## src/rtl/mx_quantize_fp.sv

```systemverilog
// rtl/mx_quantize_fp.sv - streaming MX re-quantizer: fixed-point row -> E/M elements plus per-block scales
// Define MX_QUANT_RNE_EN for round-to-nearest-even; default build truncates toward zero.
module mx_quantize_fp #(
  parameter int VEC_ELEM_COUNT = 8,
  parameter int K              = 2,
  parameter int IN_WIDTH       = 32,
  parameter int EXP_WIDTH      = 5,
  parameter int MAN_WIDTH      = 2,
  parameter int BIT_WIDTH      = 1 + EXP_WIDTH + MAN_WIDTH,
  parameter int SCALE_WIDTH    = 8
) (
  input  logic                                         i_clk,
  input  logic                                         i_rst,
  input  logic                                         i_valid,
  output logic                                         o_ready,
  input  logic [VEC_ELEM_COUNT-1:0][IN_WIDTH-1:0]      i_data,
  input  logic [SCALE_WIDTH-1:0]                       i_scale,
  output logic                                         o_valid,
  input  logic                                         i_ready,
  output logic [VEC_ELEM_COUNT-1:0][BIT_WIDTH-1:0]     o_data,
  output logic [VEC_ELEM_COUNT/K-1:0][SCALE_WIDTH-1:0] o_scale
);
  localparam int NB        = VEC_ELEM_COUNT / K;
  localparam int BW        = (NB > 1) ? $clog2(NB) : 1;
  localparam int LW        = $clog2(IN_WIDTH);
  localparam int EB        = 2**(EXP_WIDTH-1) - 1;
  localparam int EMAX      = EB;
  localparam int SW        = 16;
  localparam int FW        = EXP_WIDTH + MAN_WIDTH;
  localparam int SCALE_MAX = 2**SCALE_WIDTH - 2;
  localparam logic [FW-1:0] MAX_NORM = {{(EXP_WIDTH-1){1'b1}}, 1'b0, {MAN_WIDTH{1'b1}}};
`ifdef MX_QUANT_RNE_EN
  localparam int XW = 2*IN_WIDTH - 1;
`else
  localparam int XW = MAN_WIDTH;
`endif

  typedef enum logic [1:0] {IDLE, SCAN, EMIT} state_t;

  state_t                                   state_q;
  logic [BW-1:0]                            b_q;
  logic [VEC_ELEM_COUNT-1:0][IN_WIDTH-1:0]  data_q;
  logic [SCALE_WIDTH-1:0]                   scale_q;
  logic                                     o_valid_q, o_ready_q;
  logic [VEC_ELEM_COUNT-1:0][BIT_WIDTH-1:0] o_data_q;
  logic [NB-1:0][SCALE_WIDTH-1:0]           o_scale_q;

  function automatic logic [IN_WIDTH-1:0] mag_of(input logic [IN_WIDTH-1:0] x);
    return x[IN_WIDTH-1] ? (~x + 1'b1) : x;
  endfunction

  function automatic logic [LW-1:0] msb_pos(input logic [IN_WIDTH-1:0] a);
    logic [LW-1:0] pos;
    pos = '0;
    for (int i = 0; i < IN_WIDTH; i++)
      if (a[i]) pos = LW'(i);
    return pos;
  endfunction

  // Leading one is aligned to the top of a double-width word so the subnormal
  // right shift keeps every dropped bit available for guard/sticky.
  function automatic logic [BIT_WIDTH-1:0] enc_elem(input logic [IN_WIDTH-1:0] x,
                                                    input logic [LW-1:0] p,
                                                    input logic sat);
    logic [IN_WIDTH-1:0]   a;
    logic [LW-1:0]         e;
    logic signed [SW-1:0]  ex;
    logic [SW-1:0]         sh;
    logic [XW-1:0]         ext;
    logic [FW-1:0]         f;
    a   = mag_of(x);
    e   = msb_pos(a);
    ex  = $signed(SW'(e)) - $signed(SW'(p)) + SW'(EMAX + EB);
    sh  = (ex < 1) ? SW'(1 - ex) : '0;
    ext = XW'(({a << (LW'(IN_WIDTH-1) - e), IN_WIDTH'(0)} >> sh) >> (2*IN_WIDTH-1-XW));
    f   = {(ex < 1) ? EXP_WIDTH'(0) : ex[EXP_WIDTH-1:0], ext[XW-1 -: MAN_WIDTH]};
`ifdef MX_QUANT_RNE_EN
    if (ext[XW-1-MAN_WIDTH] && ((|ext[XW-2-MAN_WIDTH:0]) || f[0]))
      f = f + 1'b1;
`endif
    if (sat || (f[FW-1 -: EXP_WIDTH] == '1))
      f = MAX_NORM;
    if ((a == '0) || (f == '0))
      return '0;
    return {x[IN_WIDTH-1], f};
  endfunction

  logic [IN_WIDTH-1:0]        blk_max;
  logic [LW-1:0]              blk_p;
  logic signed [SW-1:0]       blk_s;
  logic                       blk_flush, blk_sat;
  logic [SCALE_WIDTH-1:0]     blk_scale_d;
  logic [K-1:0][BIT_WIDTH-1:0] blk_elem_d;

  always_comb begin
    blk_max = '0;
    for (int j = 0; j < K; j++)
      if (mag_of(data_q[int'(b_q)*K + j]) > blk_max)
        blk_max = mag_of(data_q[int'(b_q)*K + j]);
    blk_p       = msb_pos(blk_max);
    blk_s       = $signed(SW'(scale_q)) + $signed(SW'(blk_p)) - SW'(EMAX);
    blk_flush   = (blk_max == '0) || (blk_s < 1);
    blk_sat     = !blk_flush && (blk_s > SCALE_MAX);
    blk_scale_d = blk_flush ? '0 : (blk_sat ? SCALE_WIDTH'(SCALE_MAX) : blk_s[SCALE_WIDTH-1:0]);
    for (int j = 0; j < K; j++)
      blk_elem_d[j] = blk_flush ? '0 : enc_elem(data_q[int'(b_q)*K + j], blk_p, blk_sat);
  end

  always_ff @(posedge i_clk) begin
    if (i_rst) begin
      state_q   <= IDLE;
      b_q       <= '0;
      data_q    <= '0;
      scale_q   <= '0;
      o_valid_q <= 1'b0;
      o_ready_q <= 1'b1;
      o_data_q  <= '0;
      o_scale_q <= '0;
    end else begin
      case (state_q)
        IDLE: if (i_valid) begin
          data_q    <= i_data;
          scale_q   <= i_scale;
          b_q       <= '0;
          o_ready_q <= 1'b0;
          state_q   <= SCAN;
        end
        SCAN: begin
          o_scale_q[b_q] <= blk_scale_d;
          for (int j = 0; j < K; j++)
            o_data_q[int'(b_q)*K + j] <= blk_elem_d[j];
          b_q <= b_q + 1'b1;
          if (b_q == BW'(NB-1)) begin
            o_valid_q <= 1'b1;
            state_q   <= EMIT;
          end
        end
        EMIT: if (i_ready) begin
          o_valid_q <= 1'b0;
          o_ready_q <= 1'b1;
          state_q   <= IDLE;
        end
        default: state_q <= IDLE;
      endcase
    end
  end

  assign o_valid = o_valid_q;
  assign o_ready = o_ready_q;
  assign o_data  = o_data_q;
  assign o_scale = o_scale_q;
endmodule
```

## config.mk

```make
export PLATFORM = sky130hd
export DESIGN_NAME = mx_quantize_fp
export DESIGN_NICKNAME = d
export VERILOG_FILES = /design/src/rtl/mx_quantize_fp.sv
export SDC_FILE = /design/constraint.sdc
export NUM_CORES = 1
export LEC_CHECK = 0
export ABC_AREA = 1
export CELL_PAD_IN_SITES_DETAIL_PLACEMENT = 1
export CELL_PAD_IN_SITES_GLOBAL_PLACEMENT = 1
export CORE_ASPECT_RATIO = 0.8
export CORE_MARGIN = 8
export CORE_UTILIZATION = 38
export CTS_CLUSTER_SIZE = 8
export DETAILED_ROUTE_END_ITERATION = 8
export GPL_ROUTABILITY_DRIVEN = 1
export PLACE_DENSITY = 0.82
export SKIP_LAST_GASP = 1
export SYNTH_ARGS = -nofsm -noshare
export SYNTH_HDL_FRONTEND = slang
export SYNTH_SLANG_ARGS = --single-unit
```

## constraint.sdc

```tcl
create_clock -name i_clk -period 11.75 [get_ports i_clk]
set_clock_uncertainty 0.1 [all_clocks]
set_input_delay 2.9375 -clock i_clk [delete_from_list [all_inputs] [get_ports i_clk]]
set_output_delay 2.9375 -clock i_clk [all_outputs]
set_load 0.05 [all_outputs]
```

==> out/results.ini <==
[die]
fp.dieH_um = 225
rows = 76
core_mm2 = 0.0539
io_pins = 366
start_util_pct = 38.5
fp.dieW_um = 277
dieArea_mm2 = 0.0625

[global_routing]
track_usage_pct = 25.3
grt_pass1_wl_um = 129000
grt_pass1_vias = 23537
grt_max_degree = 257
antenna_found_initial = 5
grt-ovfl-total = 0

[power_and_ir_drop]
power_w = 0.00673
peakVddDrop_mv = 0.225
powerDensity_mw_per_mm2 = 255
p_leak_nw = 11.4

[detailed_routing]
wirelength_um = 83200
antenna_left = 0
drcViolationCount = 0
vias = 22704
routed_via_density = 5.44
wl_per_cell_um = 20.0
drt_iter0_drc = 1441
firstDrtPassIters = 5

[setup_path]
critPathKind = flip-flop to flip-flop
crit_path_start_kind = flip-flop
critical_path_arrival_ns = 11.15
worst_ep_required_time_ns = 12.09
critPathMaxStageDelay_ns = 0.44
critPathSlowestCell = dfxtp_4
path_common_cell = nand2_1
rrSetupSlack_ns = 0.95
critPathMaxFanout = 56
cp-end-kind = flip-flop

[timing]
tightest_slew_ns = 1.29
fin_crit_sh_pct = 92.0
period_minus_slack_ns = 10.80
slew-limit-headroom_pct = 13.8
finalMaxSlewViolations = 0
finalHoldViolCount = 0
setup_viol_count_final = 0
fin_ws_ns = 0.945
fmax_mhz = 92.6

[placed_design]
dp_hpwl_um = 62300
pre_cts_ws_ns = 0.228
gp_congestion = 0.933
io_buffer_count = 365

[layout]
area_growth_pct = 27.0
final_cell_mix = 656 x nand2_1, 648 x nor2_1, 439 x o21ai_0
final_common_cell = nand2_1
seq_area_mm2 = 0.00733
nFillCells = 6917
multi_input_area_mm2 = 0.0120
drive_gt1_share_pct = 5.54
final_nets = 3797

[synthesis]
yosys_warnings = 0
synth.avg_cell_area_um2 = 6.52
netlist_area_mm2 = 0.0208
synth.net_count = 3527
synth_seq_area_share_pct = 35.3
syn_inst = 3189
yosys_register_bits = 366
synthDistinctLibCells = 56

[clock_tree]
cts-root-buf = clkbuf_16
clk_latency_ns = 0.61
cts.sinks = 366
clk_pin_slew_ns = 0.05
cts_hold_buf = 0
cts_max_path_buffers = 3
cts_buffers = 52
h-tree-depth = 2
tritoncts = yes

[outcome]
status = finished, final reports clean

[run]
cap_viol_max_count = 0

[hold_path]
hold_path.class = flip-flop to flip-flop

[cells by family after synthesis]
logic type               Yosys count  share of synthesized area (%)
AND/OR/NAND/NOR                 1574                           30.7
AO/OA/AOI/OAI                    731                           19.3
buffers and inverters            382                           7.48
flip-flops                       366                           35.3
adder cells (fa/ha/maj)           70                           4.32
XOR/XNOR                          66                           2.89
[repair_timing]
item / 4_1_cts / 5_1_grt
setup endpoints to repair: 0 / 82
gates resized for setup: 0 / 42
setup buffers: 0 / 7
[flip-flops by register name, indices dropped and copies added, names as in the netlist]
register,cells
data_q,256
o_data,64
o_scale,32
scale_q,8
b_q,2
state_q,2
o_ready,1
o_valid,1
[cell usage after synthesis (all sizes together)]
| cell | n | area (µm²) |
|---|---|---|
| inv | 192 | 721 |
| o221ai | 1 | 8.76 |
| o21bai | 5 | 37.5 |
| nor4 | 10 | 62.6 |
| a21o | 1 | 7.51 |
| o22ai | 4 | 25.0 |
| nor3 | 14 | 80.1 |
| o211ai | 11 | 82.6 |
| a32o | 39 | 390 |
| a41oi | 2 | 17.5 |
| clkbuf | 126 | 473 |
| a32oi | 2 | 17.5 |
| nand2 | 671 | 2560 |
| or3 | 3 | 18.8 |
| a21oi | 177 | 893 |
| a221oi | 1 | 8.76 |
| xnor2 | 40 | 350 |
| or2 | 5 | 31.3 |
| a21boi | 2 | 15.0 |
| o32a | 1 | 10.0 |
| a211oi | 4 | 30.0 |
| dfxtp | 366 | 7330 |
| nand4 | 16 | 106 |
| fa | 3 | 60.1 |
| a2111oi | 1 | 8.76 |
| nor2 | 665 | 2540 |
| o2111ai | 1 | 8.76 |
| clkinv | 4 | 15.0 |
| o22a | 3 | 27.5 |
| o31ai | 5 | 42.5 |
| a31oi | 9 | 56.3 |
| buf | 60 | 345 |
| ha | 67 | 838 |
| nand3 | 188 | 981 |
| o21ai | 462 | 2320 |
| nand3b | 1 | 7.51 |
| xor2 | 26 | 250 |
| or4 | 1 | 7.51 |
[worst paths after layout]
| check | start | end | cells after the start |
|---|---|---|---|
| max | b_q[0]$_SDFFE_PP0P_ | o_data[61]$_SDFFE_PP0P_ | 79 |
| max reg2reg | b_q[0]$_SDFFE_PP0P_ | o_data[61]$_SDFFE_PP0P_ | 79 |
| min | data_q[39]$_SDFFE_PP0P_ | data_q[39]$_SDFFE_PP0P_ | 2 |
| min reg2reg | data_q[39]$_SDFFE_PP0P_ | data_q[39]$_SDFFE_PP0P_ | 2 |
[final cells by class]
| class | instances | area share [%] |
|---|---|---|
| sequential | 366 | 27.8 |
| clock inverter | 5 | 0.370 |
| multi-input combinational | 2441 | 45.6 |
| timing repair buffer | 402 | 14.9 |
| clock buffer | 55 | 5.01 |
| antenna | 4 | 0.0379 |
| inverter | 196 | 2.92 |
| tap | 702 | 3.33 |
[per-layer routing]
layer	global-route usage (%)	share of wire, %
met3	3.60	4.4
met5	0	0
met4	8.55	2.9
met1	32.2	45
met2	43.7	48
[critical path, delay by kind of cell, from the launching register on]
kind | cells | cell delay, ns
xor+xnor | 2 | 0.58
flops | 1 | 0.44
compound gates | 7 | 1.03
simple gates | 59 | 6.68
buf+inv | 7 | 0.72
fa+ha+maj | 4 | 1.04
[report_power, final]
group          total (W)  internal (W)  switching [W]
sequential       0.00141       0.00135      0.0000601
clock            0.00136      0.000809       0.000552
combinational    0.00396       0.00124        0.00272
total            0.00673       0.00340        0.00333
[stage by stage]
| step | hold WS (ns) | std cells | cell area [µm²] | TNS [ns] | utilization [%] |
|---|---|---|---|---|---|
| 3_3_place_gp | 0.343 | 4100 | 24800 | 0 | 45.9 |
| 5_1_grt | 0.394 | 4171 | 26400 | -1.25 | 48.9 |
| 6_report | 0.371 | 4171 | 26400 | 0 | 48.9 |
| 2_1_floorplan | 0.325 | 3189 | 20800 | 0 | - |
| 3_5_place_dp | 0.346 | 4100 | 24800 | 0 | 45.9 |
| 4_1_cts | 0.374 | 4160 | 26200 | 0 | 48.5 |
No activity file was read; power rests on OpenSTA's default activity.
